### src/rtl/hbus_sync_fifo_pkg.sv
// hbus_sync_fifo_pkg: shared defaults for the single-clock hyperbus queue FIFO.
//   HBUS_FIFO_DSIZE : default data word width in bits
//   HBUS_FIFO_ASIZE : default address width (depth = 2**ASIZE)
package hbus_sync_fifo_pkg;

    localparam int HBUS_FIFO_DSIZE = 8;
    localparam int HBUS_FIFO_ASIZE = 4;

endpackage

### src/rtl/hbus_fifo_mem.sv
// hbus_fifo_mem: 2**ASIZE x DSIZE storage, synchronous write, asynchronous read.
//   clk     : write clock
//   we_i    : write enable
//   waddr_i : write address
//   wdata_i : write data
//   raddr_i : read address
//   rdata_o : combinational read data at raddr_i
// Kept as its own module so it can be replaced by vendor distributed RAM.
module hbus_fifo_mem
    import hbus_sync_fifo_pkg::*;
#(
    parameter int DSIZE = HBUS_FIFO_DSIZE,
    parameter int ASIZE = HBUS_FIFO_ASIZE
) (
    input  logic             clk,
    input  logic             we_i,
    input  logic [ASIZE-1:0] waddr_i,
    input  logic [DSIZE-1:0] wdata_i,
    input  logic [ASIZE-1:0] raddr_i,
    output logic [DSIZE-1:0] rdata_o
);

    logic [DSIZE-1:0] mem_q [1<<ASIZE];

    always_ff @(posedge clk) begin
        if (we_i) mem_q[waddr_i] <= wdata_i;
    end

    assign rdata_o = mem_q[raddr_i];

endmodule

### src/rtl/hbus_sync_fifo.sv
// hbus_sync_fifo: single-clock first-word-fall-through FIFO with full/empty and almost flags.
//   clk     : clock, rising edge
//   rst     : asynchronous active-high reset
//   winc    : write strobe, accepted when not full
//   wdata   : write data
//   wfull   : FIFO holds 2**ASIZE entries
//   awfull  : FIFO holds at least 2**ASIZE-1 entries
//   rinc    : read strobe, accepted when not empty
//   rdata   : head-of-queue data, valid whenever rempty is low
//   rempty  : FIFO holds no entries
//   arempty : FIFO holds at most one entry
module hbus_sync_fifo
    import hbus_sync_fifo_pkg::*;
#(
    parameter int DSIZE = HBUS_FIFO_DSIZE,
    parameter int ASIZE = HBUS_FIFO_ASIZE
) (
    input  logic             clk,
    input  logic             rst,
    input  logic             winc,
    input  logic [DSIZE-1:0] wdata,
    output logic             wfull,
    output logic             awfull,
    input  logic             rinc,
    output logic [DSIZE-1:0] rdata,
    output logic             rempty,
    output logic             arempty
);

    localparam logic [ASIZE:0] DEPTH_M1 = {1'b0, {ASIZE{1'b1}}};
    localparam logic [ASIZE:0] ONE      = {{ASIZE{1'b0}}, 1'b1};

    // Pointers carry one extra wrap bit so full and empty are distinguishable.
    logic [ASIZE:0] wptr_q, wptr_d, rptr_q, rptr_d, count;
    logic           wr_en, rd_en;

    assign count   = wptr_q - rptr_q;
    assign rempty  = wptr_q == rptr_q;
    assign wfull   = (wptr_q[ASIZE-1:0] == rptr_q[ASIZE-1:0]) && (wptr_q[ASIZE] != rptr_q[ASIZE]);
    assign awfull  = count >= DEPTH_M1;
    assign arempty = count <= ONE;

    // Flags are sampled before the edge, so a full FIFO drops a concurrent
    // write and an empty FIFO ignores a concurrent read.
    assign wr_en  = winc & ~wfull;
    assign rd_en  = rinc & ~rempty;
    assign wptr_d = wr_en ? wptr_q + ONE : wptr_q;
    assign rptr_d = rd_en ? rptr_q + ONE : rptr_q;

    always_ff @(posedge clk or posedge rst) begin
        if (rst) begin
            wptr_q <= '0;
            rptr_q <= '0;
        end else begin
            wptr_q <= wptr_d;
            rptr_q <= rptr_d;
        end
    end

    hbus_fifo_mem #(
        .DSIZE(DSIZE),
        .ASIZE(ASIZE)
    ) u_mem (
        .clk    (clk),
        .we_i   (wr_en),
        .waddr_i(wptr_q[ASIZE-1:0]),
        .wdata_i(wdata),
        .raddr_i(rptr_q[ASIZE-1:0]),
        .rdata_o(rdata)
    );

endmodule

### config.mk
export PLATFORM = sky130hd
export DESIGN_NAME = hbus_sync_fifo
export DESIGN_NICKNAME = d
export VERILOG_FILES = /design/src/rtl/hbus_sync_fifo_pkg.sv /design/src/rtl/hbus_fifo_mem.sv /design/src/rtl/hbus_sync_fifo.sv
export SDC_FILE = /design/constraint.sdc
export NUM_CORES = 1
export LEC_CHECK = 0
export CELL_PAD_IN_SITES_DETAIL_PLACEMENT = 2
export CELL_PAD_IN_SITES_GLOBAL_PLACEMENT = 2
export CORE_MARGIN = 4
export CORE_UTILIZATION = 42
export CTS_CLUSTER_SIZE = 25
export DETAILED_ROUTE_END_ITERATION = 8
export GPL_ROUTABILITY_DRIVEN = 0
export GPL_TIMING_DRIVEN = 0
export PLACE_DENSITY = 0.85
export REMOVE_ABC_BUFFERS = 1
export SYNTH_ARGS = -nofsm -noshare
export SYNTH_HDL_FRONTEND = slang
export SYNTH_SLANG_ARGS = --single-unit
### constraint.sdc
create_clock -name clk -period 2.55 [get_ports clk]
set_input_delay 0.765 -clock clk [delete_from_list [all_inputs] [get_ports clk]]
set_output_delay 0.765 -clock clk [all_outputs]
set_load 0.01 [all_outputs]
==> flow_metrics.env, run 1 <==
export IMPL_outcome="finished with violations"
export IMPL_violations="negative setup slack"
export IMPL_skew_ps=10.8
export IMPL_io_pins=24
export IMPL_grt_pass1_wl_mm=24.9
export IMPL_grt_max_degree=19
export IMPL_synthCells=289
export IMPL_endpoint_kind="primary output"
export IMPL_setup_ws_ps=-536
export IMPL_htree_levels=4
export IMPL_required_ps=1790
export IMPL_clkLatencyLatePin_ps=430
export IMPL_maxSlewHeadroom_pct=48.9
export IMPL_drc=0
export IMPL_synth_seq_cells=138
export IMPL_synth_distinct_cells=38
export IMPL_grt_use_total_pct=22.5
export IMPL_sw_frac_of_total_pct=34.6
export IMPL_synthAdderAreaFrac_pct=2.33
export IMPL_dr_pass1_iters=4
export IMPL_synth_mux_area_fraction_pct=13.8
export IMPL_fp_coreArea_um2=13200
export IMPL_grt_ovfl_total=0
export IMPL_min_period_ps=3090
export IMPL_fp_dieH_um=124
export IMPL_synth_edf_count=128
export IMPL_critPathKind="register to primary output"
export IMPL_drv_cap=0
export IMPL_clock_path_buffers=2
export IMPL_drtAntennaViolNets=0
export IMPL_synthXorXnorAreaFrac_pct=1.69
export IMPL_setup_viol=12
export IMPL_final_nets=379
export IMPL_ys_seq_area_share_pct=71.9
export IMPL_p_int_uw=6180
export IMPL_p_sw_uw=3270
export IMPL_routed_via_count=3098
export IMPL_period_share_pct=121
export IMPL_synth_simple_area_share_pct=3.56
export IMPL_worstPathArrival_ps=2320
export IMPL_rows=42
export IMPL_slowest_stage="dfrtp_4"
export IMPL_synth_compound_area_share_pct=4.31
export IMPL_crit_chain="buf_12 > buf_6 > buf_6 > mux4_2 > a22oi_2 > nand2_1 > buf_2"
export IMPL_nFillCells=1152
export IMPL_viasPerCell=5.68
export IMPL_dp_hpwl_mm=8.62
export IMPL_die_w_um=124
export IMPL_cts_buffers=17
export IMPL_antenna_found_initial=0
export IMPL_grt_pass1_vias=3533
export IMPL_drv_slew=0
export IMPL_pwr_share_comb_pct=41.2
export IMPL_synth_async_sr_flop_share_pct=7.25
export IMPL_synth_top_family_by_area="multiplexers"
export IMPL_vdd_ir_drop_max_uv=827
export IMPL_cts_tree="yes"
export IMPL_synth_area_per_cell_um2=19.7
export IMPL_worst_setup_path_start_kind="register"
export IMPL_cp_common_cell="buf_6"
export IMPL_powerDensity_nw_per_um2=1310
export IMPL_die_area_um2=15500
export IMPL_cts_root_buf="clkbuf_16"
export IMPL_synth_area_um2=5690
export IMPL_rsz0062_at_grt="true"
export IMPL_clkPwrFrac_pct=26.4
export IMPL_synthFlopType="edfxtp_1"
export IMPL_antenna_cells=0
export IMPL_crit_fanout=7
export IMPL_first_iter_violations=344
export IMPL_seqPwrFrac_pct=32.4
export IMPL_place_port_buffers=23
export IMPL_hold_path_class="register to register"
export IMPL_preCtsSetupSlack_ps=-1410
export IMPL_clk_pin_slew_ps=60
export IMPL_drive_gt1_share_pct=43.1
export IMPL_ys_warn_count=0
export IMPL_clock_sinks=138
export IMPL_cp_slowest_stage_delay_ps=540
export IMPL_finalSetupTns_ps=-5050
export IMPL_max_freq_ghz=0.324
export IMPL_totalWireLength_mm=16.7
export IMPL_power_leakage_uw=0.00243
export IMPL_syn2layout_area_growth_pct=27.0
export IMPL_finalHoldViolCount=0
export IMPL_tightest_slew_ps=764
export IMPL_initial_core_util_pct=43.0
export IMPL_detail_route_wl_per_cell_um=30.7
[cell usage in the layout (no fill, tap or decap), types with 3 or more instances in the layout]
cell and n:
nand2_1 9, buf_4 20, ha_1 6, a21oi_1 3, dfrtp_2 4, a22oi_1 3
nor2_2 8, clkdlybuf4s50_1 11, buf_16 3, nor3_4 4, xnor2_1 7, nor2_4 6
clkbuf_16 17, dfrtp_1 4, mux4_2 31, clkinv_1 4, clkinvlp_4 3, clkinv_4 3
buf_2 9, a22oi_2 13, edfxtp_1 128, o211ai_1 7, bufinv_16 3, buf_6 17
buf_12 3, inv_1 6
[worst max-delay path: cells and delay by family, from the launching register on]
| kind | cells | cell delay, ps |
|---|---|---|
| buf+inv | 4 | 550 |
| simple gates | 1 | 110 |
| mux | 1 | 420 |
| compound gates | 1 | 260 |
| flops | 1 | 540 |
[metal layers]
metal | global-route usage [%] | up-vias | wire length [um]
met4 | 6.64 | 0 | 253
met5 | 0 | - | 0
met2 | 38.7 | 97 | 9020
li1 | - | 1316 | -
met3 | 4.85 | 22 | 834
met1 | 28.9 | 1663 | 6610
[synth_stat cells, types with 2 or more instances]
cell | n | share of area (%)
nand3b_1 | 2 | 0.26
nand2_1 | 9 | 0.59
nor3_1 | 4 | 0.35
inv_1 | 7 | 0.46
edfxtp_1 | 128 | 68
o21ai_0 | 2 | 0.18
a22oi_1 | 16 | 2.1
xor2_1 | 3 | 0.46
ha_1 | 9 | 2.0
dfrtp_1 | 10 | 4.4
mux4_1 | 11 | 5.1
mux2_2 | 2 | 0.40
o211ai_1 | 7 | 0.92
clkdlybuf4s25_2 | 2 | 0.35
and2_1 | 2 | 0.22
nand2b_1 | 2 | 0.22
a21oi_1 | 3 | 0.26
nor2_1 | 15 | 0.99
buf_1 | 2 | 0.13
buf_2 | 4 | 0.35
buf_6 | 3 | 0.59
mux4_2 | 21 | 8.3
xnor2_1 | 8 | 1.2
and3_1 | 3 | 0.33
[worst paths after layout]
path,endpoint,from,depth (start not counted),slack [ps]
max in group asynchronous,rptr_q[1],rst,2,1490
worst min register to register,wptr_q[4],wptr_q[4],1,580
min in group asynchronous,rptr_q[0],rst,2,690
worst min-delay path,wptr_q[4],wptr_q[4],1,580
worst max register to register,u_mem.mem_q[3][2],rptr_q[1],9,80
worst max-delay path,rdata[6],rptr_q[0],7,-540
[state kept, by name, summed over array words and instances, names as in the netlist]
signal       cells
u_mem.mem_q    128
rptr_q           5
wptr_q           5
[power by group through the flow]
stage,logic (uW),clock network [uW],registers (uW)
after global placement,2340,0,3260
after detailed placement,2590,0,3220
after CTS,3560,2480,3060
after floorplan,1560,0,3110
after global routing,4150,2650,3090
final,3890,2500,3060
[per-stage QoR]
step	utilization (%)	area, um^2	power [uW]	std cells	hold WS [ps]
after floorplan	-	5580	4670	275	498
after global placement	45.5	6030	5600	474	517
after detailed placement	45.8	6060	5800	476	542
after CTS	53.7	7110	9100	536	577
after global routing	54.6	7230	9890	545	609
final	54.6	7230	9450	545	583
[cell type report]
type	count	area (um^2)	area share [%]
Clock buffer	18	429	5.93
Timing Repair Buffer	63	639	8.84
Tap cell	176	220	3.04
Inverter	7	26.3	0.363
Multi-Input combinational cell	130	1660	22.9
Clock inverter	13	154	2.13
Sequential cell	138	4110	56.8
[repair_timing]
| action | 4_1_cts | 5_1_grt |
|---|---|---|
| endpoints found under the setup margin | 150 | 123 |
| resized for setup | 116 | 27 |
| cloned | 2 | 0 |
| pin swaps | 24 | 22 |
| hold buffers | 0 | 0 |
| setup buffers | 27 | 15 |
[cells by family (layout without fill, tap and decap cells)]
logic type | after synthesis | after routing
AND/OR/NAND/NOR | 42 | 42
adder cells (fa/ha/maj) | 10 | 10
multiplexers | 34 | 34
AO/OA/AOI/OAI | 33 | 33
buffers and inverters | 21 | 101
XOR/XNOR | 11 | 11
flip-flops | 138 | 138
(Power assumes the default switching activity.)
==> run 2: changes to the inputs <==
--- a/config.mk
+++ b/config.mk
@@ -18,3 +18,4 @@
 export SYNTH_ARGS = -nofsm -noshare
 export SYNTH_HDL_FRONTEND = slang
 export SYNTH_SLANG_ARGS = --single-unit
+export TNS_END_PERCENT = 50
==> run 2 against run 1 <==
The run still ends with negative setup slack left. Via count up 0.61%. Sequential cell count unchanged. Non-clock buffer count stayed put. Count of clock-buffer cells in the layout is the same. Largest cell class unchanged. Largest power group unchanged. Highest routed layer unchanged.
==> flow_metrics.env, run 2 (synthesis gave the netlist of run 1 again) <==
export IMPL_outcome="finished with violations"
export IMPL_violations="negative setup slack"
export IMPL_grt_max_degree=19
export IMPL_skew_ps=12.9
export IMPL_dr_pass1_iters=4
export IMPL_final_cell_mix="128 x edfxtp_1, 31 x mux4_2, 20 x buf_4"
export IMPL_final_nets=379
export IMPL_cts_buffers=17
export IMPL_routedLengthMet1_mm=6.89
export IMPL_rows=42
export IMPL_routed_via_count=3117
export IMPL_antenna_cells=0
export IMPL_grt_ovfl_total=0
export IMPL_grt_use_total_pct=22.5
export IMPL_endpoint_kind="primary output"
export IMPL_dr_max_layer_used="met4"
export IMPL_critPathKind="register to primary output"
export IMPL_hold_path_class="register to register"
export IMPL_finalHoldViolCount=0
export IMPL_nFillCells=1154
export IMPL_p_sw_uw=3260
export IMPL_cts_root_buf="clkbuf_16"
export IMPL_sw_frac_of_total_pct=34.6
export IMPL_whs_path_depth=1
export IMPL_clock_sinks=138
export IMPL_dp_hpwl_mm=8.62
export IMPL_first_iter_violations=354
export IMPL_placed_cells=476
export IMPL_drtAntennaViolNets=0
export IMPL_clkLatencyLatePin_ps=430
export IMPL_tightest_slew_ps=724
export IMPL_drc=0
export IMPL_die_area_um2=15500
export IMPL_setup_viol=12
export IMPL_instances_no_fill=545
export IMPL_grt_pass1_wl_mm=24.9
export IMPL_drv_cap=0
export IMPL_clkPwrFrac_pct=26.5
export IMPL_cts_hold_buf=0
export IMPL_fp_coreArea_um2=13200
export IMPL_worst_setup_path_start_kind="register"
export IMPL_max_freq_ghz=0.324
export IMPL_place_area_um2=6060
export IMPL_final_common_cell="edfxtp_1"
export IMPL_preCtsSetupSlack_ps=-1410
export IMPL_antenna_found_initial=0
export IMPL_power_leakage_uw=0.00243
export IMPL_maxSlewHeadroom_pct=51.7
export IMPL_initial_core_util_pct=43.0
export IMPL_rsz0062_at_grt="true"
export IMPL_cp_common_cell="buf_6"
export IMPL_drv_slew=0
export IMPL_cts_tree="yes"
export IMPL_top_register="u_mem.mem_q"
export IMPL_vdd_ir_drop_max_uv=826
export IMPL_clk_pin_slew_ps=60
export IMPL_required_ps=1790
export IMPL_die_w_um=124
export IMPL_clock_path_buffers=2
export IMPL_detail_route_wl_per_cell_um=30.7
export IMPL_viasPerCell=5.72
export IMPL_cp_slowest_stage_delay_ps=540
export IMPL_seqPwrFrac_pct=32.5
export IMPL_slowest_stage="dfrtp_4"
export IMPL_powerDensity_nw_per_um2=1310
export IMPL_place_port_buffers=23
export IMPL_io_pins=24
export IMPL_crit_fanout=7
export IMPL_worstPathArrival_ps=2320
export IMPL_top_regs="u_mem.mem_q (128), rptr_q (5), wptr_q (5)"
export IMPL_htree_levels=4
export IMPL_grt_pass1_vias=3540
export IMPL_stdcell_area_um2=7220
export IMPL_met2_wirelength_mm=9.02
export IMPL_drive_gt1_share_pct=43.1
export IMPL_totalWireLength_mm=16.7
export IMPL_crit_chain="buf_12 > buf_6 > buf_6 > mux4_2 > a22oi_2 > nand2_1 > buf_2"
export IMPL_fp_dieH_um=124
export IMPL_largest_register_ffs=128
export IMPL_period_share_pct=121
export IMPL_setup_ws_ps=-539
export IMPL_wl_met3_um=586
export IMPL_pwr_share_comb_pct=41.0
export IMPL_syn2layout_area_growth_pct=26.9
export IMPL_p_int_uw=6170
export IMPL_ff2ff_path_depth=9
export IMPL_min_period_ps=3090
==> run 2: area by class of cell <==
cell class	count	area (um^2)	area share [%]
clock buffer	18	429	5.94
clock inverter	13	154	2.13
inverter	7	26.3	0.364
multi-input combinational	130	1650	22.9
sequential	138	4110	56.9
tap	176	220	3.05
timing repair buffer	63	633	8.76
==> run 2: critical path: cells and delay by family (launching register included) <==
kind	cells	cell delay [ps]
compound gates	1	260
buf+inv	4	550
flops	1	540
mux	1	420
simple gates	1	110
==> run 2: power by group through the flow <==
stage	logic, uW	clock network, uW	registers, uW
5_1_grt	4120	2650	3090
3_3_place_gp	2340	0	3260
2_1_floorplan	1560	0	3110
3_5_place_dp	2590	0	3220
4_1_cts	3550	2480	3060
6_report	3870	2500	3060
==> run 2: metrics by stage <==
stage	total power (uW)	utilization, %	TNS [ps]	hold WS [ps]
floorplan	4670	-	-76720	498
global placement	5600	45.5	-249670	517
detailed placement	5800	45.8	-130040	542
CTS	9090	53.6	-5430	553
global route	9870	54.5	-6020	609
finish	9430	54.5	-5000	576
==> run 2: per-layer routing <==
layer,track usage [%],vias up
li1,-,1316
met1,28.8,1700
met2,38.7,83
met3,4.85,18
met4,6.64,0
met5,0,-
==> run 2: final timing paths <==
kind                                 from           endpoint  slack [ps]
worst max register to register  rptr_q[1]  u_mem.mem_q[3][2]          80
max in group asynchronous             rst          rptr_q[1]        1480
worst min register to register  wptr_q[4]          wptr_q[4]         580
worst max-delay path            rptr_q[0]           rdata[6]        -540
worst min-delay path            wptr_q[4]          wptr_q[4]         580
min in group asynchronous             rst          wptr_q[4]         680
==> run 2: repair_timing <==
item | 4_1_cts | 5_1_grt
pin swaps | 24 | 22
setup endpoints to repair | 150 | 131
hold endpoints to repair | 0 | 0
gates resized for setup | 115 | 26
cloned | 2 | 0
setup buffers | 27 | 15
==> edit 1, RTL diff (flow settings as in run 1) <==
Change the package constant `HBUS_FIFO_DSIZE` from 8 to 16.
--- a/src/rtl/hbus_sync_fifo_pkg.sv
+++ b/src/rtl/hbus_sync_fifo_pkg.sv
@@ -4,5 +4,5 @@
 package hbus_sync_fifo_pkg;
 
-    localparam int HBUS_FIFO_DSIZE = 8;
+    localparam int HBUS_FIFO_DSIZE = 16;
     localparam int HBUS_FIFO_ASIZE = 4;
 
Ports: changed (resized rdata and wdata); port bits go from 24 to 40. The function was not compared with the original's and may differ.
==> edit 1 against run 1 <==
The flow still finishes with violations (setup timing). Routed wire length increased by 100%. Clock power increased by 78%. Utilization increased by 1.3 points. Sequential cell count increased by 128. Total power increased by 80%. Critical path depth unchanged. Area after synthesis increased by 83%. Sequential power increased by 86%. Worst setup slack got worse by 0.12 ns. Final area increased by 89%. Final cell count increased by 77%. Synthesized cell count increased by 67%. Critical path type unchanged. Largest cell class unchanged. Largest power group unchanged. Highest routed layer unchanged.
==> edit 1: results (changes against run 1) <==
[finish]
drive_above_1_share_pct=46.1  ; was 43.1%
fill_cells=2041  ; was 1,152
layout.nets=648  ; was 379
reg.largest.list=u_mem.mem_q x256, rptr_q x5, wptr_q x5  ; was u_mem.mem_q x128, rptr_q x5, wptr_q x5

[route]
wl_met1_um=13200  ; was 6610 um
drt_wl_total_um=33400  ; was 16,700 um
route.met3.wl_um=1780  ; was 834 um
drt_iter0_drc=591  ; was 344
first_pass_iters=5  ; was 4
routedWlPerCell_um=34.6  ; was 30.7 um
via_count=5679  ; was 3,098

[setup_path]
path_max_fanout=5  ; was 7
r2r_slack_ns=-0.01  ; was 0.08 ns
cp_slowest_stage_delay_ns=0.52  ; was 0.54 ns
crit_end=rdata[3]  ; was rdata[6]
arrival_ns=2.44  ; was 2.32 ns
r2r_end=u_mem.mem_q[0][9]  ; was u_mem.mem_q[3][2]
reg2reg_from=rptr_q[0]  ; was rptr_q[1]
worst-r2r-cell-count=10  ; was 9

[placement]
post-dp-hpwl_um=18100  ; was 8620 um
placed_cell_area_um2=11600  ; was 6060 um2
portBuffers=39  ; was 23
place_inst=846  ; was 476

[cts]
cts-htree-levels=1  ; was 4
cts_made_buffers=29  ; was 17
path_clk_slew_ns=0.07
insertion_delay_ns=0.56  ; was 0.43 ns
cts_buffer_depth=3  ; was 2

[grt]
antenna_found_initial=1  ; was 0
gr-usage-met2_pct=41.2  ; was 38.7%
grt_pass1_vias=6290  ; was 3,533
track_usage_pct=23.9  ; was 22.5%
grtUsageMet1_pct=31.8  ; was 28.9%
grt_pass1_wl_um=47500  ; was 24,900 um
grtUsageMet3_pct=3.91  ; was 4.85%
grt_max_degree=66  ; was 19

[timing]
tightest_slew_ns=0.776  ; was 0.764 ns
fin_ws_ns=-0.657  ; was -0.536 ns
fin_skew_ns=0.0223  ; was 0.0108 ns
tns_ns=-10.84  ; was -5.05 ns
setup_violations=24  ; was 12

[status]
outcome=finished with violations  ; unchanged
violations=setup timing  ; unchanged

[yosys]
synthArstFlopShare_pct=3.76  ; was 7.25%
synth_edf_count=256  ; was 128
netlist_top_cells_area=edfxtp_1 74%, mux4_2 13%, dfrtp_1 2.4%  ; was edfxtp_1 68%, mux4_2 8.3%, mux4_1 5.1%
synthTopCellsByCount=256 x edfxtp_1, 60 x mux4_2, 32 x a22oi_1, 17 x nand2_1, 15 x nor2_1  ; was 128 x edfxtp_1, 21 x mux4_2, 16 x a22oi_1, 15 x nor2_1, 11 x mux4_1
synth.avg_cell_area_um2=21.6  ; was 19.7 um2
seq_area_frac_synth_pct=76.1  ; was 71.9%

[worst_hold_path]
hold_class=in2async  ; was reg2reg

[power_and_ir_drop]
p_leak_nw=4.55  ; was 2.43 nW
ir_drop_uv=1360  ; was 827 uV

==> edit 1: timing repair <==
item,CTS,global route
endpoints found under the hold margin,0,0
pin swaps,47,28
setup buffers,40,21
resized for setup,164,25
endpoints found under the setup margin,278,167
gates cloned,6,0
==> edit 1: layout make-up <==
| cell class | count | area, um2 | area share (%) |
|---|---|---|---|
| clock inverters | 20 | 234 | 1.71 |
| multi-input cells | 186 | 2680 | 19.7 |
| inverters | 7 | 28.8 | 0.211 |
| well taps | 324 | 405 | 2.97 |
| flip-flops and latches | 266 | 7950 | 58.3 |
| repair buffers | 128 | 1580 | 11.6 |
| clock buffers | 33 | 761 | 5.57 |
| diodes | 1 | 2.50 | 0.0183 |
==> edit 1: power by group <==
group	internal [mW]	switching, mW
Clock	2.65	1.82
Sequential	5.33	0.349
Combinational	3.37	3.50
==> edit 1: metrics by stage <==
step / hold WS, ns / util [%] / setup slack, ns / total power, mW
2_1_floorplan: 0.509 / - / -2.61 / 8.52
3_3_place_gp: 0.531 / 45.4 / -5.05 / 9.84
3_5_place_dp: 0.554 / 47.6 / -1.03 / 10.8
4_1_cts: 0.540 / 54.9 / -0.664 / 16.6
5_1_grt: 0.573 / 56.0 / -0.717 / 17.7
6_report: 0.551 / 56.0 / -0.657 / 17.0
==> edit 1: cells by family (layout without fill, tap and decap cells) <==
logic type                 Yosys count  after routing  share of synthesized area (%)
AOI/OAI and AO/OA                   49             49                           3.55
xor gates and xnor gates            11             11                           1.07
adders and majority gates           10             10                           1.27
buffers and inverters               31            188                           1.64
DFF                                266            266                           76.1
muxes                               66             66                           14.2
other                                0              1                              0
and+or+nand+nor                     50             50                           2.22
==> edit 2, RTL diff (settings of run 1) <==
Made on the original files. Make the reset (`rst`) synchronous in one clocked block. Comments in the files are not updated.
--- a/src/rtl/hbus_sync_fifo.sv
+++ b/src/rtl/hbus_sync_fifo.sv
@@ -48,5 +48,5 @@
     assign rptr_d = rd_en ? rptr_q + ONE : rptr_q;
 
-    always_ff @(posedge clk or posedge rst) begin
+    always_ff @(posedge clk) begin
         if (rst) begin
             wptr_q <= '0;
Check against the original RTL: differs if rst is asserted again (counterexample within 4 cycles, from zero or initial values and one cycle with rst high); with rst held inactive, the same outputs for 10 cycles.
==> edit 2 against run 1 <==
The flow still finishes with violations (setup timing). Sequential cell count increased by 4. Register-to-register slack better by 0.03 ns. Worst setup slack improved by 0.17 ns. Area after synthesis is 0.53% lower. Final area shrank 1.5%. Highest routed layer unchanged. Routed wire length is 3.3% higher. Via count increased by 2.2%.
Power is not compared: it rests on default switching activity, and its combinational part moved more than twofold at a synthesized area within 25%.
==> edit 2: results (changes against run 1) <==
[power_and_ir_drop]
ir_drop_uv=484
p_leak_nw=2.33

[worst_hold_path]
worstHoldEndpoint=wptr_q[1]  ; was wptr_q[4]
hold_class=reg2reg  ; unchanged
holdCritStartpoint=wptr_q[1]  ; was wptr_q[4]
holdPathStages=2  ; was 1

[cts]
cts_buffer_depth=2  ; unchanged
path_clk_slew_ns=0.06  ; about the same
insertion_delay_ns=0.43  ; about the same
cts-htree-levels=4  ; unchanged
cts_made_buffers=17  ; unchanged

[setup_path]
r2r_slack_ns=0.11  ; was 0.08 ns
slowest_stage=mux4_2  ; was dfrtp_4
worst-r2r-cell-count=5  ; was 9
reg2reg_from=wptr_q[2]  ; was rptr_q[1]
path_max_fanout=5  ; was 7
cp_slowest_stage_delay_ns=0.49  ; was 0.54 ns
path_delay_family=multiplexers  ; was buffers and inverters
r2r_end=u_mem.mem_q[10][7]  ; was u_mem.mem_q[3][2]

[route]
routedWlPerCell_um=31.3  ; was 30.7 um
drt_iter0_drc=321  ; was 344
first_pass_iters=5  ; was 4
drt_wl_total_um=17300  ; was 16,700 um
via_count=3167  ; was 3,098
drc=0  ; unchanged

[grt]
track_usage_pct=24.3  ; was 22.5%
grt_pass1_vias=3532  ; was 3,533
antenna_found_initial=0  ; unchanged
grt_max_degree=33  ; was 19
grt_pass1_wl_um=25200  ; was 24,900 um

[finish]
drive_above_1_share_pct=40.8  ; was 43.1%
reg.largest.list=u_mem.mem_q x128, rptr_q x5, wptr_q x5  ; unchanged
fill_cells=1143  ; was 1,152
layout.nets=384  ; was 379
n_antenna_cell=0  ; unchanged

[placement]
place_inst=492  ; was 476
place_ws_ns=-0.904  ; was -1.41 ns
post-dp-hpwl_um=9210  ; was 8620 um
portBuffers=23  ; unchanged

[timing]
fin_skew_ns=0.0147  ; was 0.0108 ns
holdWs_ns=0.551  ; was 0.583 ns
fin_ws_ns=-0.368  ; was -0.536 ns
setup_violations=10  ; was 12
clock.fmax_mhz=343  ; was 324 MHz
slew_headroom_pct=31.1  ; was 48.9%

[yosys]
seq_area_frac_synth_pct=72.8  ; was 71.9%
synthArstFlopShare_pct=0  ; was 7.25%
netlist_top_cells_area=edfxtp_1 68%, mux4_2 13%, dfxtp_1 4.9%  ; was edfxtp_1 68%, mux4_2 8.3%, mux4_1 5.1%
synthTopCellsByCount=128 x edfxtp_1, 32 x mux4_2, 23 x nor2_1, 16 x a22oi_1, 14 x dfxtp_1  ; was 128 x edfxtp_1, 21 x mux4_2, 16 x a22oi_1, 15 x nor2_1, 11 x mux4_1
synthDistinctLibCells=36  ; was 38
ys_warn_count=0  ; unchanged
synth_ff_type=edfxtp_1  ; unchanged
synth_edf_count=128  ; unchanged
syn_inst=304  ; was 289

[status]
violations=setup timing  ; unchanged
outcome=finished with violations  ; unchanged

-- edit 2: cell types whose count changed in the layout (fill, tap and decap cells not counted), moves of 5 or more --
cell,before,now
dfxtp_4,0,7
nor2_1,1,19
nor2_4,6,0
buf_6,17,8
o211ai_1,7,1
clkinv_2,0,5
-- edit 2: cells by family (layout without fill, tap and decap cells) --
group	count (synthesis)	count (layout)	share of synthesized area, %
compound gates	31	31	3.95
xor+xnor	12	12	1.99
fa+ha+maj	10	10	2.34
buf+inv	20	91	1.55
flops	142	142	72.8
mux	33	33	12.9
simple gates	56	56	4.46
-- edit 2: stage by stage --
stage	setup TNS [ns]	utilization (%)	area [um2]
floorplan	-4.74	-	5600
global placement	-50.08	45.7	6050
detailed placement	-50.12	46.0	6090
CTS	-3.47	53.6	7100
global route	-4.13	53.8	7130
finish	-3.20	53.8	7130
-- edit 2: report_power, final --
| part | internal [mW] | total, mW | switching [mW] | leakage, nW |
|---|---|---|---|---|
| Combinational | 0.611 | 1.11 | 0.499 | 0.769 |
| Sequential | 2.58 | 2.65 | 0.0669 | 1.28 |
| Clock | 1.48 | 2.45 | 0.976 | 0.280 |
-- edit 2: tightest hold or removal path, delay by kind of cell, from the launching register on --
family          cells  cell delay, ns
flops               1            0.38
compound gates      1            0.06
simple gates        1            0.08
-- edit 2: timing repair --
| action | in CTS | in global routing |
|---|---|---|
| resized for setup | 101 | 17 |
| pin swaps | 25 | 13 |
| setup buffers | 23 | 3 |
| setup endpoints to repair | 132 | 44 |
| gates cloned | 2 | 0 |
| hold buffers | 0 | 0 |
-- edit 2: worst max-delay path by stage --
stage,slack (ns),cells after the start,to,from
after floorplan,-0.59,3,rdata[0],flop
after global placement,-1.74,4,rdata[0],flop
after detailed placement,-0.90,4,u_mem.mem_q[3][7],winc
after CTS,-0.41,7,rdata[7],flop
after global routing,-0.46,9,arempty,wptr_q[0]
final,-0.37,6,rdata[2],flop
-- edit 2: cell type report --
cell class	count	area share, %
clock inverter	9	1.30
inverter	7	0.404
multi-input combinational	142	23.4
sequential	142	58.3
timing repair buffer	52	6.97
tap	176	3.09
clock buffer	23	6.56
-- edit 2: per-layer routing --
layer  routed length, um  vias up  GRT usage, %
li1                    -     1337             -
met1                7090     1680          30.8
met2                9110      117          41.9
met3                 703       33          4.86
met4                 368        0          8.08
met5                   0        -             0
